==> src/rtl/muldiv_unit.sv <==
`default_nettype none
// ==== muldiv_unit : iterative unsigned multiply/divide, one result bit per cycle (rev 1.0) ====
`ifndef DATA_WIDTH
`define DATA_WIDTH 32
`endif
`ifndef ADDR_WIDTH
`define ADDR_WIDTH 5
`endif

module muldiv_unit #(
  parameter int DATA_WIDTH = `DATA_WIDTH,
  parameter int ADDR_WIDTH = `ADDR_WIDTH
) (
  input  logic                  clk,
  input  logic                  reset,
  input  logic                  start,
  input  logic [1:0]            op,
  input  logic [DATA_WIDTH-1:0] src_a,
  input  logic [DATA_WIDTH-1:0] src_b,
  input  logic [ADDR_WIDTH-1:0] dst,
  output logic                  busy,
  output logic                  done,
  output logic [DATA_WIDTH-1:0] data_c,
  output logic [ADDR_WIDTH-1:0] addr_c,
  output logic                  we
);

  localparam int                c_CNT_W    = $clog2(DATA_WIDTH + 1);
  localparam logic [c_CNT_W-1:0] c_CNT_INIT = c_CNT_W'(DATA_WIDTH);
  localparam logic [c_CNT_W-1:0] c_CNT_ONE  = c_CNT_W'(1);

  typedef enum logic [1:0] {
    S_IDLE = 2'd0,
    S_RUN  = 2'd1,
    S_WB   = 2'd2
  } state_t;

  state_t                  r_state;
  state_t                  w_state_nxt;
  logic [c_CNT_W-1:0]      r_cnt;
  logic [1:0]              r_op;
  logic [ADDR_WIDTH-1:0]   r_dst;
  // {r_acc, r_q}: product register for multiply, {remainder, dividend/quotient} for divide
  logic [DATA_WIDTH-1:0]   r_acc;
  logic [DATA_WIDTH-1:0]   r_q;
  logic [DATA_WIDTH-1:0]   r_b;
  logic                    r_busy;
  logic                    r_done;
  logic                    r_we;
  logic [DATA_WIDTH-1:0]   r_data;
  logic [ADDR_WIDTH-1:0]   r_addr;

  logic                    w_last;
  logic [DATA_WIDTH:0]     w_sum;
  logic [DATA_WIDTH:0]     w_shift;
  logic [DATA_WIDTH-1:0]   w_diff;
  logic                    w_ge;
  logic [DATA_WIDTH-1:0]   w_acc_nxt;
  logic [DATA_WIDTH-1:0]   w_q_nxt;
  logic [DATA_WIDTH-1:0]   w_result;

  assign w_last  = (r_cnt == c_CNT_ONE);
  assign w_sum   = {1'b0, r_acc} + (r_q[0] ? {1'b0, r_b} : {(DATA_WIDTH+1){1'b0}});
  assign w_shift = {r_acc, r_q[DATA_WIDTH-1]};
  assign w_ge    = (w_shift >= {1'b0, r_b});
  // Only used when w_ge holds, so the true difference always fits in DATA_WIDTH bits
  assign w_diff  = w_shift[DATA_WIDTH-1:0] - r_b;

  always_comb begin
    w_acc_nxt = r_acc;
    w_q_nxt   = r_q;
    if (r_op[1]) begin
      if (w_ge) begin
        w_acc_nxt = w_diff;
        w_q_nxt   = {r_q[DATA_WIDTH-2:0], 1'b1};
      end else begin
        w_acc_nxt = w_shift[DATA_WIDTH-1:0];
        w_q_nxt   = {r_q[DATA_WIDTH-2:0], 1'b0};
      end
    end else begin
      w_acc_nxt = w_sum[DATA_WIDTH:1];
      w_q_nxt   = {w_sum[0], r_q[DATA_WIDTH-1:1]};
    end
  end

  // MULL/DIVQ come from the low/quotient half, MULH/DIVR from the high/remainder half
  assign w_result = r_op[0] ? w_acc_nxt : w_q_nxt;

  always_comb begin
    w_state_nxt = r_state;
    case (r_state)
      S_IDLE:  if (start) w_state_nxt = S_RUN;
      S_RUN:   if (w_last) w_state_nxt = S_WB;
      S_WB:    w_state_nxt = S_IDLE;
      default: w_state_nxt = S_IDLE;
    endcase
  end

  always_ff @(posedge clk) begin
    if (!reset) r_state <= S_IDLE;
    else        r_state <= w_state_nxt;
  end

  always_ff @(posedge clk) begin
    if (!reset) begin
      r_cnt  <= '0;
      r_op   <= '0;
      r_dst  <= '0;
      r_acc  <= '0;
      r_q    <= '0;
      r_b    <= '0;
      r_busy <= 1'b0;
      r_done <= 1'b0;
      r_we   <= 1'b0;
      r_data <= '0;
      r_addr <= '0;
    end else begin
      r_done <= 1'b0;
      r_we   <= 1'b0;
      case (r_state)
        S_IDLE: begin
          if (start) begin
            r_op   <= op;
            r_dst  <= dst;
            r_q    <= src_a;
            r_b    <= src_b;
            r_acc  <= '0;
            r_cnt  <= c_CNT_INIT;
            r_busy <= 1'b1;
          end
        end
        S_RUN: begin
          r_acc <= w_acc_nxt;
          r_q   <= w_q_nxt;
          r_cnt <= r_cnt - c_CNT_ONE;
          if (w_last) begin
            r_done <= 1'b1;
            r_we   <= (r_dst != '0);
            r_data <= w_result;
            r_addr <= r_dst;
          end
        end
        S_WB:    r_busy <= 1'b0;
        default: r_busy <= 1'b0;
      endcase
    end
  end

  assign busy   = r_busy;
  assign done   = r_done;
  assign we     = r_we;
  assign data_c = r_data;
  assign addr_c = r_addr;

endmodule

`default_nettype wire
==> config.mk <==
export PLATFORM = sky130hd
export DESIGN_NAME = muldiv_unit
export DESIGN_NICKNAME = d
export VERILOG_FILES = /design/src/rtl/muldiv_unit.sv
export SDC_FILE = /design/constraint.sdc
export NUM_CORES = 1
export LEC_CHECK = 0
export ABC_AREA = 1
export CORE_ASPECT_RATIO = 0.75
export CORE_MARGIN = 2
export CORE_UTILIZATION = 54
export DETAILED_ROUTE_END_ITERATION = 7
export PLACE_DENSITY = 0.79
export RECOVER_POWER = 25
export SLEW_MARGIN = 20
export SYNTH_ARGS = -nofsm -noshare
export SYNTH_HDL_FRONTEND = slang
export SYNTH_SLANG_ARGS = --single-unit
==> constraint.sdc <==
create_clock -name clk -period 2.55 [get_ports clk]
set_clock_uncertainty 0.15 [all_clocks]
set_input_delay 0.765 -clock clk [delete_from_list [all_inputs] [get_ports clk]]
set_output_delay 0.765 -clock clk [all_outputs]
set_load 0.03 [all_outputs]
==> results.txt, run 1 <==
The critical path goes through inv_4, ha_4, buf_6, clkinvlp_4, nor2_2, nand3_2, nor2_4, nand2_2, nand2_2, nor2_4, buf_12, buf_4, buf_12, nand3b_4, nand3_2, nand2_1, nand2_1, a21oi_2. The synthesized design spends more area on one cell type than any other, namely dfxtp_1. The final layout net count came out at 2628. After synthesis, the cell types taking the most area are dfxtp_1, nand2_1, inv_1. Setup violations remaining at the end of the flow were counted as 62. The tree is rooted in a clkbuf_16.

The critical path start-end classification is flip-flop to flip-flop. The area share of the largest cell type after synthesis is 0.240. The peak fanout along the critical path is 6.

The area enclosed by the die boundary came out at 24600 um2. The final reports fail on negative setup slack. The via count of the first global-routing pass was 14700. For the worst-skew pair, the clock arrives at the later sink with an insertion delay of 0.46 ns. The peak ir drop on the vdd network came out at 500 uV.

For this run, the detailed router's first-pass iteration total came to 7. The commonest cells after synthesis are nand2_1, inv_1, nor2_1. The ratio of final minimum period to clock period came out at 1.08. In this run the register-to-register setup slack is -0.20 ns. The longest clock path from root to sink contains 2 buffers. Including well taps, the total number of placed cells is 2735. The most used flip-flop cell after synthesis is dfxtp_1.

Setup repair after global routing could not meet its margin everywhere. In the routed layout, each cell is associated on average with a via count of 5.79. The clock period minus worst slack is 2.75 ns. The total clock buffers created by CTS came out at 17. For this run, the number of Yosys warnings is 0. The cts-stage hold buffer count came out at 0.

nand2_1 is the most common cell in the netlist. The clock transition at the register clock pins on the worst setup and hold paths after CTS is 0.08 ns. The number of antenna violations at the first check in global routing is 2.

Of the synthesized area, sequential elements account for 0.240. The total detailed-routing wirelength came out at 55.0 mm. The core outline area is 22900 um2. In the routed design, unresolved DRC markers number 0. The post-synthesis sequential element count came out at 151.

The actual transition at the worst max-transition pin came out at 0.995 ns. The global-route wire length before repair came out at 77.7 mm. The cell leakage power is 0.00905 uW. The total chip power is 8020 uW. The first routing iteration left 1841 violations. The least setup slack across all paths after layout came out at -0.204 ns. STA classifies the critical path endpoint as a flip-flop. The net count after synthesis is 2261.

The total placed instance area is 16000 um2. The finished layout cell area came out at 18900 um2. Compared with the post-synthesis result, the final layout area differs by 50.0%. The number of endpoints with negative hold slack in the final report is 0. The synthesized netlist contains 41 unique library cells. The number of synthesized flops with an enable pin came out at 0.

The die extent in y came out at 136 um. The largest incremental delay on the critical path is 0.36 ns. Once detail routing completed, the nets flagged for antenna violations numbered 0. The initial core utilization came out at 0.549. Dividing the detail-routed wire length by the instance count gives 19.6 um.

The total via count after detailed routing is 16200. Of the cells placed in the final design, the portion with a size suffix greater than 1 is 0.328. TritonCTS built the clock tree. The final weighted congestion in routability-driven placement is 1.04.

In this run the core area contains 48 standard-cell rows. The worst max-slew margin expressed relative to the limit came out at 0.336. The maximum number of pins on one net before global-route repair came out at 78. In this run the worst hold path is classified as flip-flop to flip-flop. The flow ran to the end, but the final reports show violations. The boundary pin count came out at 114. In this run the power density over the cells is 424 nW/um2. The number of buffers and inverters on the critical path is 6. Summed over all nets, the half-perimeter wirelength after detailed placement is 37.5 mm. The maximum operating frequency is 363 MHz. The required time of the worst setup path is 2.79 ns.

The top cell family by delay on the critical path is simple AND/OR/NAND/NOR gates. The max-capacitance violation count came out at 0. The clock net sink count came out at 151. The gate count after technology mapping came out at 2119.

The overall global routing resource usage is 0.405. The data arrival at the endpoint of the critical path is 2.99 ns. The die is 180 um wide.

The finished layout holds 2800 standard cells, fillers aside. The number of I/O port buffers came out at 113. The worst setup path is launched from a flip-flop.

The cell area after technology mapping is 12600 um2. The proportion of synthesized flip-flops having asynchronous set or reset is 0. Summed over all layers, the global routing overflow is 0. The slowest stage of the critical path belongs to the cell dfxtp_2.

The number of slew-limit violations in the final report is 0. The H-tree was split into 4 levels. After synthesis, the mean cell area works out to 5.94 um2.
## timing repair
action / in CTS / in global routing
resized for setup: 166 / 279
endpoints found under the hold margin: 0 / 0
gates cloned: 3 / 1
pin swaps: 42 / 83
buffers inserted: 16 / 14
endpoints found under the setup margin: 65 / 65
## layout by cell type (no fill, tap or decap), drive strengths merged
master         netlist  final
a211oi               3      3
a21boi               1      1
a21o                 1      1
a21oi              164    164
a311oi               1      1
a31oi                2      2
and2                 3      3
buf                 28    317
bufinv               0      1
clkbuf              54     18
clkdlybuf4s50        0    112
clkinv               1      2
clkinvlp             0      1
dfxtp              151    151
diode                0      1
fa                   2      2
ha                  66     66
inv                326    338
nand2              757    757
nand3              137    137
nand3b              28     28
nand4               24     24
nor2               187    187
nor3                15     15
nor4                 1      1
o211ai              30     30
o21a                 4      4
o21ai               93     93
o21bai               9      9
or2                 11     11
xnor2               15     15
xor2                 5      5
## worst register-to-register path: stages, from the launching register on
cell        delay [ns]
dfxtp_2           0.36
inv_4             0.05
ha_4              0.27
buf_6             0.11
clkinvlp_4        0.14
nor2_2            0.16
nand3_2           0.15
nor2_4            0.16
nand2_2           0.07
nand2_2           0.08
nor2_4            0.05
buf_12            0.15
buf_4             0.14
buf_12            0.12
nand3b_4          0.07
nand3_2           0.10
nand2_1           0.11
nand2_1           0.08
a21oi_2           0.18
## power breakdown
group          internal [uW]  switching [uW]
registers               2490             111
logic                   1130            1570
clock network           1410            1300
total                   5030            2980
## flip-flops by register name, indices dropped and copies added, names as in the netlist
name / count
we: 1
busy: 1
r_acc: 32
addr_c: 5
data_c: 32
r_b: 32
r_dst: 5
r_q: 32
r_op: 2
r_cnt: 6
done: 1
r_state: 2
## final timing paths
path / cells after the start / endpoint / startpoint
setup / recovery: 18 / r_acc[10] / r_b[30]
hold / removal: 2 / data_c[26] / data_c[26]
setup reg to reg: 18 / r_acc[10] / r_b[30]
hold reg to reg: 2 / data_c[26] / data_c[26]
## logic make-up after synthesis
group                    after synthesis  share of synthesized area
XOR/XNOR                              20                     0.0139
buffers and inverters                409                      0.129
flip-flops                           151                      0.240
AO/OA/AOI/OAI                        308                      0.140
adder cells (fa/ha/maj)               68                     0.0687
AND/OR/NAND/NOR                     1163                      0.409
## per-stage QoR
step | utilization | hold slack (ns) | setup TNS [ns] | worst slack (ns)
global placement | 0.699 | 0.298 | -12.30 | -0.310
global route | 0.823 | 0.335 | -8.61 | -0.263
detailed placement | 0.699 | 0.305 | -11.60 | -0.291
CTS | 0.770 | 0.315 | -0.0113 | -0.00523
finish | 0.823 | 0.317 | -5.06 | -0.204
floorplan | - | 0.291 | 0 | 0.0117
## final cells by class
type | count | area, um2
Multi-Input combinational cell | 1559 | 9810
Antenna cell | 1 | 2.50
Clock buffer | 17 | 425
Clock inverter | 15 | 173
Timing Repair Buffer | 430 | 3810
Inverter | 327 | 1230
Fill cell | 1502 | 4050
Tap cell | 300 | 375
Sequential cell | 151 | 3050
## per-layer routing
| metal | track usage | part of all wire | up-vias |
|---|---|---|---|
| met1 | 0.518 | 0.39 | 7426 |
| met3 | 0.0994 | 0.11 | 258 |
| met4 | 0.176 | 0.056 | 2 |
| li1 | - | - | 7411 |
| met5 | 0 | 0.00024 | - |
| met2 | 0.654 | 0.44 | 1109 |
(Power assumes the default switching activity.)
==> run 2: changes to the inputs <==
Settings changed: CORE_UTILIZATION 54 to 45, PLACE_DENSITY 0.79 to 0.66, RECOVER_POWER 25 to 50.
==> results.txt, run 2 (synthesized netlist as in run 1, its figures left out) <==
The die extent in x came out at 197 um. The total inserted antenna cells is 0. The total via count after detailed routing came out at 15400. Setup repair after global routing could not meet its margin everywhere. The die extent in y is 149 um. Clock tree synthesis selected as its root buffer the cell clkbuf_16.

The core outline area is 27800 um2. The min-delay analysis places its worst path in the category flip-flop to flip-flop. The number of antenna violations at the first check in global routing was 0. The clock net sink count is 151. In this run, the number of DRC markers left after iteration 0 of detailed routing was 1290.

The cell that appears most often on the critical path is nand2_2. Summing all flip-flop and latch instances after layout gives 3050 um2. The initial core utilization is 0.453.

The total clock buffers created by CTS came out at 17. The number of levels in the clock H-tree is 4. The final number of setup-violating endpoints came out at 16. Routability-driven placement finished with a final weighted congestion of 0.981. The via count of the first global-routing pass came to 14100. The final layout contains 2652 nets. The worst setup path is captured at a flip-flop. The remaining number of nets flagged by the antenna check after routing is 0. In the routed layout, each cell is associated on average with a via count of 5.33.

The master of the slowest instance on the critical path is dfxtp_4. Pin placement for this block handled 114 I/O pins. The most common cell after layout, fill and taps aside is nand2_1. The largest incremental delay on the critical path is 0.39 ns. STA puts the critical path data required time at 2.74 ns. The number of I/O port buffers is 113. The least setup slack across all paths after layout is -0.0599 ns.

The minimum setup slack among reg-to-reg paths came out at -0.06 ns. The overall global routing resource usage came out at 0.331. The actual transition at the worst max-transition pin is 0.620 ns.

The number of slew-limit violations in the final report came out at 0. The critical path start-end classification is flip-flop to flip-flop. The total iterations of the first detailed-routing run came out at 6. In this run the power density over the cells is 417 nW/um2. The growth of design area from synthesis to finish came out at 51.9%.

Across the VDD grid, the largest voltage drop is 465 uV. The post-detailed-placement half-perimeter wirelength came out at 37.3 mm. In the final layout, the share of cells above drive strength 1 is 0.331. Entering global routing, the biggest net connects 70 pins. The checks that failed: negative setup slack.

The routed design could run at a clock period as short as 2.61 ns. The number of remaining DRC errors is 0. The wire length per cell after detailed routing is 17.7 um. The critical path goes through nand2_1, inv_1, ha_2, inv_1, fa_2, inv_2, nand3_2, nand2_2, nand2_1, nand2_2, nand2_1, nand2_2, nand2_2, nand3_4, nand2_1, nand3_2, nand3_2, nand2_2, a21oi_2. For this run the aggregate overflow at the end of global routing stands at 0. TritonCTS built the clock tree. The row count came out at 53. The number of endpoints with negative hold slack in the final report is 0. The area enclosed by the die boundary came out at 29400 um2. The cell family contributing the most delay on the critical path is simple AND/OR/NAND/NOR gates. The worst setup path is launched from a flip-flop. The total chip power is 7980 uW. The peak fanout along the critical path is 4.

The count of buffer and inverter cells on the critical path is 3. The clock latency reported for the late side of the worst-skew pair is 0.46 ns. The sum of negative setup slack came out at -0.556 ns.

The flow ran to the end, but the final reports show violations. The max-capacitance violation count came out at 0. The clock tree buffer depth came out at 2.

The first global-routing pass estimated 75.0 mm of wire. The filler cells instantiated in the layout total 2445. Data on the critical path arrives at its endpoint at 2.80 ns. Measured against its own limit, the worst slew margin works out to 0.587. The cell leakage power came out at 0.00914 uW.

Dividing the final minimum period by the clock period gives 1.02. The maximum operating frequency is 383 MHz. The total detailed-routing wirelength is 51.1 mm. In the layout the commonest cells are nand2_1, buf_4, inv_1. The clock transition at the register clock pins on the worst setup and hold paths after CTS is 0.07 ns. The total area of multi-input combinational cells came out at 9840 um2.
run 2: changes by cell type in the layout (fill, tap and decap cells not counted), sizes merged:
cell           before  now
buf               317  332
clkbuf             18   27
clkinv              2    7
inv               338  333
clkdlybuf4s50     112  111
diode               1    0
dlygate4sd3         0    1
run 2: repair_timing:
item	CTS	global route
hold buffers	0	0
hold endpoints to repair	0	0
pin swaps	34	102
endpoints found under the setup margin	65	65
gates cloned	2	4
setup buffers	10	16
resized for setup	145	294
run 2: final timing paths:
check / from / endpoint / depth (start not counted)
min: r_cnt[1] / r_cnt[1] / 2
min reg2reg: r_cnt[1] / r_cnt[1] / 2
max: r_q[0] / data_c[23] / 19
max reg2reg: r_q[0] / data_c[23] / 19
run 2: where the power goes:
part	switching [uW]	internal [uW]
clock network	1280	1410
registers	91.2	2490
logic	1530	1180
run 2: layer usage:
| layer | up-vias | share of wire | wire length [um] | track usage |
|---|---|---|---|---|
| met3 | 92 | 0.064 | 3270 | 0.0454 |
| li1 | 7447 | - | - | - |
| met1 | 7189 | 0.46 | 23200 | 0.463 |
| met5 | - | 0 | 0 | 0 |
| met2 | 629 | 0.46 | 23200 | 0.536 |
| met4 | 0 | 0.026 | 1300 | 0.0872 |
run 2: layout make-up:
class / instances / area share
multi-input combinational: 1559 / 0.514
timing repair buffer: 454 / 0.207
sequential: 151 / 0.159
inverter: 327 / 0.0643
tap: 357 / 0.0233
clock buffer: 17 / 0.0222
clock inverter: 15 / 0.00974
run 2: stage by stage:
step	setup WS, ns	std cells	hold slack, ns	instance area (um2)	utilization
2_1_floorplan	0.0117	2119	0.291	12600	-
3_3_place_gp	-0.317	2817	0.302	16300	0.585
3_5_place_dp	-0.301	2817	0.304	16300	0.585
4_1_cts	-0.0397	2861	0.315	17800	0.639
5_1_grt	-0.153	2880	0.338	19100	0.689
6_report	-0.0599	2880	0.314	19100	0.689
run 2: tightest hold or removal path: cells and delay by family, from the launching register on:
family	cells	cell delay, ns
compound gates	1	0.05
simple gates	1	0.06
flops	1	0.31
